File: config.mk
export PLATFORM = sky130hd
export DESIGN_NAME = product_accumulator
export DESIGN_NICKNAME = d
export VERILOG_FILES = /design/src/rtl/product_accumulator.sv
export SDC_FILE = /design/constraint.sdc
export NUM_CORES = 1
export LEC_CHECK = 0
export ABC_AREA = 1
export CORE_ASPECT_RATIO = 0.7
export CORE_MARGIN = 4
export CORE_UTILIZATION = 55
export CTS_CLUSTER_SIZE = 12
export DETAILED_ROUTE_END_ITERATION = 8
export PLACE_DENSITY = 0.8
export SLEW_MARGIN = 20
export SYNTH_ARGS = -nofsm -noshare
export SYNTH_HDL_FRONTEND = slang
export SYNTH_SLANG_ARGS = --single-unit
export TNS_END_PERCENT = 100
File: constraint.sdc
create_clock -name clock -period 2.5 [get_ports clock]
set_input_delay 0.75 -clock clock [delete_from_list [all_inputs] [get_ports clock]]
set_output_delay 0.75 -clock clock [all_outputs]
set_load 0.01 [all_outputs]
File: src/rtl/product_accumulator.sv
// Sums each group of COUNT unsigned 32-bit products and emits one registered total per group.
// Optional macro ACCUM_SAT_EN: saturate totals above 32'hFFFFFFFF instead of keeping the low 32 bits.
module product_accumulator #(
  parameter int COUNT = 4
) (
  input  logic        clock,
  input  logic        reset,
  input  logic        din_valid,
  output logic        din_ready,
  input  logic [31:0] din,
  output logic        dout_valid,
  input  logic        dout_ready,
  output logic [31:0] dout
);

  localparam int ACC_W = 32 + ((COUNT == 1) ? 1 : $clog2(COUNT));
  localparam int CNT_W = $clog2(COUNT) + 1;

  localparam logic [0:0] S_ACCUM = 1'b0;
  localparam logic [0:0] S_OUT   = 1'b1;

  localparam logic [CNT_W-1:0] LAST_CNT = CNT_W'(COUNT - 1);

  logic [0:0]       r_state;
  logic [ACC_W-1:0] r_acc;
  logic [CNT_W-1:0] r_cnt;
  logic [31:0]      r_dout;
  logic             r_dout_valid;

  logic             w_din_ready;
  logic             w_in_fire;
  logic [ACC_W-1:0] w_din_ext;
  logic [ACC_W-1:0] w_sum;
  logic [31:0]      w_sum_red;

  // While a total is pending, input is only taken in the same cycle the total leaves.
  assign w_din_ready = (r_state == S_OUT) ? dout_ready : 1'b1;
  assign w_in_fire   = din_valid && w_din_ready;
  assign w_din_ext   = {{(ACC_W-32){1'b0}}, din};
  assign w_sum       = r_acc + w_din_ext;

`ifdef ACCUM_SAT_EN
  assign w_sum_red = (|w_sum[ACC_W-1:32]) ? 32'hFFFF_FFFF : w_sum[31:0];
`else
  assign w_sum_red = w_sum[31:0];
`endif

  always_ff @(posedge clock) begin
    if (reset) begin
      r_state      <= S_ACCUM;
      r_acc        <= '0;
      r_cnt        <= '0;
      r_dout       <= 32'h0;
      r_dout_valid <= 1'b0;
    end else begin
      case (r_state)
        S_ACCUM: begin
          if (w_in_fire) begin
            if (r_cnt == LAST_CNT) begin
              r_dout       <= w_sum_red;
              r_dout_valid <= 1'b1;
              r_acc        <= '0;
              r_cnt        <= '0;
              r_state      <= S_OUT;
            end else begin
              r_acc <= w_sum;
              r_cnt <= r_cnt + CNT_W'(1);
            end
          end
        end
        default: begin
          if (dout_ready) begin
            if (!din_valid) begin
              r_dout_valid <= 1'b0;
              r_state      <= S_ACCUM;
            end else if (COUNT == 1) begin
              // A one-beat group completes immediately, so the output stays occupied.
              r_dout <= din;
            end else begin
              r_acc        <= w_din_ext;
              r_cnt        <= CNT_W'(1);
              r_dout_valid <= 1'b0;
              r_state      <= S_ACCUM;
            end
          end
        end
      endcase
    end
  end

  assign din_ready  = w_din_ready;
  assign dout_valid = r_dout_valid;
  assign dout       = r_dout;

endmodule

==> metrics.md <==
| Metric | Value |
|---|---|
| Root buf cell | `clkbuf_16` |
| Hold Path Class | `register to register` |
| Post-synthesis xor/xnor area fraction | `2.73%` |
| Die height | `88.9 um` |
| Most frequent cells in the layout | `259 x nand2_1, 153 x inv_1, 83 x nor2_1, 80 x a21oi_1, 69 x dfxtp_1` |
| Setup CP Type | `input pin to register` |
| Via count | `6166` |
| Buffers on Ports | `69` |
| Max VDD drop | `around 0.38 mV` |
| Layout cell share with drive strength beyond 1 | `between 10% and 20%` |
| Net Sw Power | `roughly 1.6 mW` |
| Site row count | `29` |
| Via density | `between 5 and 6` |
| GR Layer Usage met1 | `a little under half` |
| Lkg Pwr | `3.92 nW` |
| Netlist cell types | `24` |
| Total die area | `~11000 um2` |
| Crit. End Element | `register` |
| Period utilisation layout | `98.3%` |
| Post-route ant nets | `0` |
| Worst-margin pin slew | `0.497 ns` |
| Fmax | `approximately 410 MHz` |
| Initial antenna violation count | `0` |
| # hold bufs at CTS | `0` |
| Switching share of power | `a little under two fifths` |
| ANT cells | `0` |
| Pin count of the biggest net entering global routing | `about 50` |
| Seq cells post-synth | `69` |
| Non-filler cells, final | `approximately 1.1k` |
| Grt met3 use | `~10%` |
| Initial Util | `between 50% and 60%` |
| H-tree levels | `3` |
| Sequential fraction of the synthesis area | `between 20 and 30%` |
| Die Span X | `about 120 um` |
| GR Util met2 | `~48%` |
| Simple-gate share of the synthesized area | `between 30% and 40%` |
| Commonest non-fill, non-tap cell in the layout | `nand2_1` |
| Post-DP HPWL | `roughly 13000 um` |
| DRC Markers | `0` |
| Syn_area_per_cell | `around 5.8 um2` |
| Reg clk slew, reported paths | `around 0.06 ns` |
| First-pass GRT wire length | `between 20000 and 30000 um` |
| Worst path required time | `2.74 ns` |
| Vias in the first global route | `between 5k and 6k` |
| Post-synthesis mux area share | `0%` |
| Largest family of logic cells by synthesized area | `simple AND/OR/NAND/NOR gates` |
| Cells after synthesis | `between 800 and 900` |
| Yosys warning count | `0` |
| P&R area growth vs syn | `40.6%` |
| CTS sink cnt | `approximately 70` |
| Max clock buf depth | `2` |
| Internal power | `about 2.7 mW` |
| Max-cap violations | `0` |
| Detailed Routing Iterations Pass 1 | `8` |
| Setup tns final | `0 ns` |
| Slew HR | `66.9%` |
| Startpoint types | `input pin` |
| Hold Fails Final Rpt | `0` |
| Std-Cell Core Area | `9070 um2` |
| Drt total wl | `about 19000 um` |
| Nets | `1075` |
| Sequential power share | `between 20 and 30%` |
| Status | `finished clean` |
| Crit-path cells | `clkdlybuf4s50_1 > ha_4 > nand2_2 > inv_1 > nand2_1 > nand2_1 > a21oi_1 > nand2_2 > nand2_1 > nand3_1 > nand2_2 > nand2_1 > nand2_1 > inv_1` |
| Reg2reg setup slack | `0.51 ns` |
| Gate power share | `between 40% and 50%` |
| Gp weighted congestion | `approximately 1.0` |
| PwrDens | `between 500 and 600 nW/um2` |
| Io pins | `70` |
| Worst-path maximum fanout | `4` |
| Fill cell count | `between 600 and 700` |
| Routed len/inst | `about 17 um` |
| Pwr Total | `around 4.3 mW` |
| Slowest cell on crit path | `clkdlybuf4s50_1` |
| Total track usage | `between 30% and 40%` |
| Placed cells | `1119` |
| Initial drt markers | `~750` |
| Fin crit period | `2.46 ns` |
| Worst EP arrival | `roughly 2.7 ns` |
| Setup Skew | `0.00903 ns` |
| Synth Area in Adders | `slightly above 8%` |
| GRT Max-Usage Layer | `met2` |
| Slew Viols, Final | `0` |
| Worst-Skew Late Latency | `about 0.34 ns` |
| Synthesized area | `5140 um2` |
| Grt ovf | `0` |
| Clk pwr share | `30.4%` |
| CTS tree | `yes` |
| Area fraction in compound gates after synthesis | `roughly 15%` |
| Cell mode on critical path | `nand2_1` |
| Endpoints failing setup | `0` |
| CP peak stage delay | `around 0.53 ns` |
| Num CTS Buffers | `9` |
| Syn_nets | `~950` |
-- stage by stage --
stage	hold WS (ns)	util (%)	area, um2	setup slack (ns)
2_1_floorplan	0.433	-	5140	0.229
5_1_grt	0.466	79.7	7230	-0.0819
4_1_cts	0.453	74.6	6770	0.00377
6_report	0.455	79.7	7230	0.0427
3_5_place_dp	0.445	71.0	6440	-0.441
3_3_place_gp	0.444	71.0	6440	-0.350
-- state kept, by name, summed over array words and instances (netlist names) --
signal,flops
r_acc,32
dout_valid,1
r_state,1
dout,32
r_cnt,3
-- cells by family after synthesis --
logic type | count (synthesis)
and+or+nand+nor | 439
buffers and inverters | 180
AOI/OAI and AO/OA | 146
DFF | 69
adders and majority gates | 33
xor gates and xnor gates | 16
-- cell type report --
class                   count  area, um2  share of cell area, %
clock inverters             6       63.8                  0.883
multi-input cells         634       3550                   49.1
well taps                 124        155                   2.15
flip-flops and latches     69       1380                   19.1
repair buffers            139       1280                   17.7
clock buffers               9        225                   3.12
inverters                 153        574                   7.95
-- synthesized netlist by cell type, drive strengths merged --
master   instances  area [um2]
a21o             5        37.5
xor2            15         131
fa               1        20.0
nand2          288        1100
ha              32         400
nor2           101         389
xnor2            1        8.76
o21bai           1        7.51
a2111oi          1        8.76
dfxtp           69        1380
inv            153         574
nor3             5        30.0
nand3           38         190
nand3b           4        30.0
and2             3        18.8
buf             11        57.6
o21ai           52         260
a21oi           87         435
clkbuf          16        60.1
-- worst max-delay path, delay by kind of cell --
family	cells	cell delay (ns)
compound gates	1	0.15
fa+ha+maj	1	0.24
simple gates	9	0.92
buf+inv	3	0.63
-- repair_timing --
item,in CTS,in global routing
pin swaps,0,16
gates resized for setup,12,86
setup endpoints to repair,14,44
setup buffers,0,0
-- metal layers --
| metal | vias up | share of wire [%] |
|---|---|---|
| met2 | 345 | 41 |
| met5 | - | 0 |
| met4 | 0 | 1.5 |
| li1 | 2970 | - |
| met1 | 2817 | 46 |
| met3 | 34 | 11 |
-- power by group through the flow --
| stage | combinational (mW) | sequential (mW) | clock [mW] |
|---|---|---|---|
| 3_5_place_dp | 1.50 | 1.24 | 0 |
| 3_3_place_gp | 1.46 | 1.24 | 0 |
| 6_report | 1.76 | 1.24 | 1.31 |
| 5_1_grt | 1.90 | 1.25 | 1.35 |
| 4_1_cts | 1.53 | 1.22 | 1.30 |
| 2_1_floorplan | 0.837 | 1.23 | 0 |
-- final timing paths --
check,start,end,depth (start not counted)
worst max-delay path,din[7],dout[21],14
worst min-delay path,r_cnt[2],r_cnt[2],2
worst max register to register,r_acc[12],dout[21],14
worst min register to register,r_cnt[2],r_cnt[2],2
No activity file was read; power rests on OpenSTA's default activity.
